<file path="src/rtl/button_event.sv">
// Button event decoder: turns a debounced button level into press, release, short-click,
// long-press and auto-repeat pulses, timed in units of an external tick strobe.
module button_event #(
  parameter int unsigned LONG_TICKS   = 1000,
  parameter int unsigned REPEAT_TICKS = 200,
  parameter int unsigned CNT_W        = 16
) (
  input  logic clk,
  input  logic rst,
  input  logic tick,
  input  logic btn,
  output logic press,
  output logic release_pulse,
  output logic short_click,
  output logic long_press,
  output logic repeat_pulse,
  output logic held
);

  localparam logic [1:0] StIdle    = 2'd0;
  localparam logic [1:0] StPressed = 2'd1;
  localparam logic [1:0] StLong    = 2'd2;

  localparam logic [CNT_W-1:0] LongCnt   = CNT_W'(LONG_TICKS);
  localparam logic [CNT_W-1:0] RepeatCnt = CNT_W'(REPEAT_TICKS);

  logic [1:0]       state_q, state_d;
  logic [CNT_W-1:0] cnt_q, cnt_d, cnt_inc;
  logic             btn_q;
  logic             rise, fall;
  logic             press_q, press_d;
  logic             release_q, release_d;
  logic             short_q, short_d;
  logic             long_q, long_d;
  logic             repeat_q, repeat_d;
  logic             held_q, held_d;

  always_comb begin
    rise      = btn & ~btn_q;
    fall      = ~btn & btn_q;
    cnt_inc   = cnt_q + CNT_W'(1);
    state_d   = state_q;
    cnt_d     = cnt_q;
    press_d   = 1'b0;
    release_d = 1'b0;
    short_d   = 1'b0;
    long_d    = 1'b0;
    repeat_d  = 1'b0;

    case (state_q)
      StIdle: begin
        // A tick coincident with the rising edge is deliberately not counted.
        if (rise) begin
          state_d = StPressed;
          cnt_d   = '0;
          press_d = 1'b1;
        end
      end
      StPressed: begin
        // Release is checked first so it wins over a simultaneous terminal tick.
        if (fall) begin
          state_d   = StIdle;
          cnt_d     = '0;
          release_d = 1'b1;
          short_d   = 1'b1;
        end else if (tick) begin
          if (cnt_inc == LongCnt) begin
            state_d = StLong;
            cnt_d   = '0;
            long_d  = 1'b1;
          end else begin
            cnt_d = cnt_inc;
          end
        end
      end
      StLong: begin
        if (fall) begin
          state_d   = StIdle;
          cnt_d     = '0;
          release_d = 1'b1;
        end else if (tick) begin
          if (cnt_inc == RepeatCnt) begin
            cnt_d    = '0;
            repeat_d = 1'b1;
          end else begin
            cnt_d = cnt_inc;
          end
        end
      end
      default: begin
        state_d = StIdle;
        cnt_d   = '0;
      end
    endcase

    held_d = (state_d != StIdle);
  end

  always_ff @(posedge clk or negedge rst) begin
    if (!rst) begin
      state_q   <= StIdle;
      cnt_q     <= '0;
      btn_q     <= 1'b0;
      press_q   <= 1'b0;
      release_q <= 1'b0;
      short_q   <= 1'b0;
      long_q    <= 1'b0;
      repeat_q  <= 1'b0;
      held_q    <= 1'b0;
    end else begin
      state_q   <= state_d;
      cnt_q     <= cnt_d;
      btn_q     <= btn;
      press_q   <= press_d;
      release_q <= release_d;
      short_q   <= short_d;
      long_q    <= long_d;
      repeat_q  <= repeat_d;
      held_q    <= held_d;
    end
  end

  assign press         = press_q;
  assign release_pulse = release_q;
  assign short_click   = short_q;
  assign long_press    = long_q;
  assign repeat_pulse  = repeat_q;
  assign held          = held_q;

endmodule

</file>
<file path="config.mk">
export PLATFORM = sky130hd
export DESIGN_NAME = button_event
export DESIGN_NICKNAME = d
export VERILOG_FILES = /design/src/rtl/button_event.sv
export SDC_FILE = /design/constraint.sdc
export NUM_CORES = 1
export LEC_CHECK = 0
export BUFFER_PORTS_ARGS = -buffer_cell sky130_fd_sc_hd__buf_2
export CAP_MARGIN = 20
export CORE_AREA = 2 2 60 62
export CTS_BUF_LIST = sky130_fd_sc_hd__clkbuf_4 sky130_fd_sc_hd__clkbuf_8 sky130_fd_sc_hd__clkbuf_16
export DETAILED_ROUTE_END_ITERATION = 12
export DIE_AREA = 0 0 62 64
export GPL_TIMING_DRIVEN = 1
export PLACE_DENSITY = 0.67
export SYNTH_ARGS = -nofsm -noshare
export SYNTH_HDL_FRONTEND = slang
export SYNTH_SLANG_ARGS = --single-unit
</file>
<file path="constraint.sdc">
create_clock -name clk -period 2.7 [get_ports clk]
set_input_delay 0.675 -clock clk [delete_from_list [all_inputs] [get_ports clk]]
set_output_delay 0.675 -clock clk [all_outputs]
set_load 0.005 [all_outputs]
</file>
# Yosys cells after proc, flatten, opt, wreduce, memory -nomap -nowiden
# Index checks and enable logic that the tools add are counted.
# W data, S select, Z words.
[op_classes]
add_sub_neg = 1
eq_ne = 7
mux = 27
bitwise = 4
n_reduce_logical = 4
[op_table]
columns = ["operator", "n"]
rows = [
  ["$mux W16", 7],
  ["$pmux W16 S3", 1],
  ["$add A16 B1 Y16 const B", 1],
  ["$eq A16 B10 Y1 const B", 1],
  ["$eq A16 B8 Y1 const B", 1],
  ["$mux W1", 13],
  ["$mux W2", 5],
  ["$ne A3 B3 Y1 const B", 2],
  ["$pmux W2 S3", 1],
  ["$reduce_and A3 Y1", 1],
  ["$and A1 B1 Y1", 2],
  ["$eq A2 B1 Y1 const B", 1],
  ["$eq A2 B2 Y1 const B", 1],
  ["$logic_not A2 Y1", 1],
  ["$ne A2 B2 Y1 const B", 1],
  ["$not A1 Y1", 2],
  ["$reduce_bool A2 Y1", 1],
  ["$reduce_or A2 Y1", 1],
]
[word_totals]
reg_bits = 25
input_bits = 4
out_inout_bits = 6
elab_cells = 52

# Depth between registers and ports, before layout
[depth]
ltp_word = 7
depth_mapped = 9
depth_no_buf = 8

# Least setup slack after synthesis
# No wires, ideal clock.
[synth_path]
path_kind = "register to register"
from = "register cnt_q[0]"
to = "register cnt_q[12]"
setup_ns = 0.124
t_arrival_ns = 2.499
t_required_ns = 2.576
path_slack_ns = 0.077
path_stages_with_launch = 10
n_path_buf = 1
period_less_slack_ns = 2.623
path_cell_list = "dfrtp_1 > ha_1 > nand4_4 > or3_1 > and2_4 > or4_4 > o21ai_4 > buf_6 > nor4_1 > a211o_1"
[synth_between]
elab_chain_cells = 6
elab_cells_between_ends = 10
classes_between = "add/sub (1); eq/ne (2); mux (7)"
[synth_rtl]
columns = ["item", "line", "rtl"]
rows = [
  ["start: declaration", "28", "logic [CNT_W-1:0] cnt_q, cnt_d, cnt_inc;"],
  ["start signal: assignment", "112", "cnt_q <= cnt_d;"],
  ["$add A16 B1 Y16 *", "41", "cnt_inc = cnt_q + CNT_W'(1);"],
  ["$eq A16 B8 Y1 / $eq A16 B10 Y1 (equally long branches)", "82, 67", ""],
  ["$mux W16 (on tied branches)", "82, 67", ""],
  ["$mux W16 (on tied branches)", "81, 66", ""],
  ["$mux W16 (on tied branches)", "77, 61", ""],
  ["$pmux W16 S3 *", "50", "case (state_q)"],
]
# Mark *: on every way between the ends. The rest lies on a longest branch, timed or not. The select of a mux whose other input is x is not followed.
# A chain may end at the register's enable or synchronous reset.

# Worst setup path in the final report
[layout_path]
from = "register cnt_q[5]"
to = "register cnt_q[14]"
# Same word-level chain as after synthesis.

==> metrics.md <==
| Metric | Value |
|---|---|
| Crit path max-delay family | `simple AND/OR/NAND/NOR gates` |
| DP Wirelength | `2.67 mm` |
| Max Cap Viol | `0` |
| CP max stage cell | `or4_4` |
| Final hold violations | `0` |
| Clk root buf | `clkbuf_4` |
| F_max | `383 MHz` |
| Routability cong. | `0.929` |
| Syn Inst Count | `170` |
| TritonCTS buffer count | `3` |
| DRC viols | `0` |
| Post-synth top area share | `38.6%` |
| Site row count | `21` |
| Most common cell after layout, fill and taps aside | `dfrtp_1` |
| Crit. End Element | `register` |
| Antenna violations before repair | `0` |
| # hold bufs at CTS | `0` |
| Critical path peak fanout | `9` |
| Width of the die | `between 60 and 70 µm` |
| Die Y | `approximately 64 µm` |
| Crit path cell chain | `nand4_4 > or4_4 > a211oi_2 > nand4_1 > o21ai_4 > nor2_2 > a221o_1` |
| Synth area leader | `dfrtp_1` |
| Vias in the first global route | `1332` |
| FF+latch count, synth | `25` |
| Critical path launch point type | `register` |
| Remaining global-route overflow | `0` |
| Status | `completed` |
| Synth-to-layout area growth | `12.9%` |
| Worst vdd ir | `0.341 mV` |
| Design area | `approximately 0.0018 mm²` |
| Async set-reset flop share out of synthesis | `100%` |
| Sw Pwr | `0.000374 W` |
| PnR Total Power | `0.00101 W` |
| CTS tree | `yes` |
| Final Util | `55.8%` |
| Fill cells | `288` |
| Clock sink total | `25` |
| Slew headroom | `between 60% and 70%` |
| Part of the power in registers | `42.0%` |
| Average size of a mapped cell | `9.55 µm²` |
| Commonest non-fill, non-tap cells in the layout | `dfrtp_1, nand2_1, nor2_1, buf_4` |
| Pre-CTS WS | `0.119 ns` |
| Data required time of the critical path | `just under 3 ns` |
| H-Tree Depth | `1` |
| Share of cells above drive strength 1 | `between 20% and 30%` |
| Final period utilization | `96.7%` |
| Post-Syn Nets | `about 180` |
| DR pass1 iterations | `4` |
| Placed insts | `227` |
| Comb pwr share | `40.5%` |
| Largest net degree at the start of global routing | `26` |
| Crit path kind | `register to register` |
| DIE AREA | `0.00397 mm²` |
| Initial DRC Count | `about 130` |
| Skew-Pair Late Insertion Delay | `0.32 ns` |
| Non-filler instance count after layout | `around 230` |
| Via count | `1425` |
| Top FF cell, synth | `dfrtp_1` |
| Cell Int Power | `0.000638 W` |
| Global-route wire length before repair | `6.44 mm` |
| Initial core utilization | `49.4%` |
| EDFF count, synth | `0` |
| Switching share of power | `36.9%` |
| Seq/Total Area, Yosys | `38.6%` |
| Routed WL | `between 3 and 4 mm` |
| Final setup fails | `0` |
| Clk buf depth | `2` |
| Yosys warning count | `0` |
| Drt via density | `roughly 6` |
| Clock Skew | `0.00811 ns` |
| Tmin final | `2.61 ns` |
| Boundary Pins | `10` |
| Clock power frac | `17.5%` |
| Worst Tran Pin Value | `between 0.5 and 0.6 ns` |
| Fin nets | `196` |
| Pwr dens | `~550 mW/mm²` |
| CORE AREA | `0.00328 mm²` |
| Crit path buffers/inverters | `0` |
| CP arrival | `2.83 ns` |
| Final setup margin | `0.0889 ns` |
| Largest stage delay on the critical path | `~0.54 ns` |
| Synth top area cells | `dfrtp_1, ha_1, a22o_1, nand4_1, nand2_1` |
| Tot GR Track Use | `21.0%` |
| Pleak | `0.798 nW` |
| Port Buffers | `9` |
| Clock slew at reported path FFs | `0.13 ns` |
| Post-synthesis instance area | `about 0.0016 mm²` |
| Antenna cells | `0` |
| Avg WL per Cell | `15.5 µm` |
| Min-Delay Path Class | `input port to async pin` |
| Routed Antenna Nets | `0` |
| Unique masters post-synth | `46` |
| Placed cell area | `0.00176 mm²` |
| Slew Limit Fails | `0` |
-- synthesized netlist by cell type (2+ instances only) --
cell type / instances
o31a_1: 2
a211oi_1: 4
nor2b_1: 2
o31ai_1: 5
inv_1: 7
nor4_1: 4
nand3_1: 7
a211o_1: 4
buf_2: 2
and2_1: 5
xor2_1: 4
ha_1: 5
nand4_1: 9
dfrtp_1: 25
nand4_4: 2
a21o_1: 3
or2_2: 2
or4_4: 2
or3_1: 4
nand2b_1: 2
nor2_1: 10
nor4b_1: 2
buf_4: 4
o21ai_0: 8
nand2_1: 12
nor3_1: 7
a22o_1: 7
a21oi_1: 2
-- layer usage --
layer  vias up  share of wire (%)  global-route usage (%)
li1        672                  -                       -
met1       695                 48                    34.0
met2        54                 45                    28.9
met3         4                6.0                    2.83
met4         0               0.83                    4.79
met5         -                  0                       0
-- metrics by stage --
stage / setup TNS [ns] / hold WS (ns)
2_1_floorplan: 0 / 0.379
6_report: 0 / 0.313
4_1_cts: 0 / 0.333
5_1_grt: -0.0590 / 0.341
3_3_place_gp: 0 / 0.512
3_5_place_dp: 0 / 0.519
-- flip-flops by register name (all words and copies together) (netlist names) --
signal	count
long_press	1
short_click	1
state_q	2
held	1
btn_q	1
press	1
cnt_q	16
repeat_pulse	1
release_pulse	1
-- kinds of logic (layout without fill, tap and decap cells) --
logic type / after synthesis / in the layout / synth area share (%)
fa+ha+maj: 6 / 6 / 4.47
buf+inv: 15 / 31 / 5.01
simple gates: 76 / 76 / 28.6
xor+xnor: 5 / 5 / 2.70
flops: 25 / 25 / 38.6
compound gates: 43 / 43 / 20.7
-- power groups by stage --
stage | clock network, W | logic, W | registers [W]
floorplan | 0 | 0.000234 | 0.000437
global placement | 0 | 0.000368 | 0.000429
detailed placement | 0 | 0.000378 | 0.000432
CTS | 0.000182 | 0.000378 | 0.000425
global route | 0.000202 | 0.000449 | 0.000429
finish | 0.000177 | 0.000410 | 0.000425
-- path summary, 6_finish.rpt --
| path | startpoint | endpoint | slack (ns) | cells past startpoint |
|---|---|---|---|---|
| min | rst | cnt_q[2] | 0.31 | 1 |
| max in group asynchronous | rst | cnt_q[6] | 2.01 | 1 |
| min in group clk | btn | btn_q | 0.48 | 1 |
| min reg2reg | cnt_q[15] | cnt_q[15] | 0.56 | 1 |
| max reg2reg | cnt_q[5] | cnt_q[14] | 0.09 | 7 |
| max | cnt_q[5] | cnt_q[14] | 0.09 | 7 |
-- timing repair --
item                       CTS  global route
setup endpoints to repair    0             9
gates resized for setup      0             8
buffers inserted             0             1
-- area by class of cell --
| class | instances | area (µm²) | share of cell area, % |
|---|---|---|---|
| Sequential cell | 25 | 628 | 34.3 |
| Timing Repair Buffer | 20 | 140 | 7.65 |
| Clock buffer | 4 | 30.0 | 1.64 |
| Multi-Input combinational cell | 130 | 950 | 51.8 |
| Inverter | 7 | 26.3 | 1.43 |
| Tap cell | 46 | 57.6 | 3.14 |
Note: power is estimated with default switching activity, not from simulation.
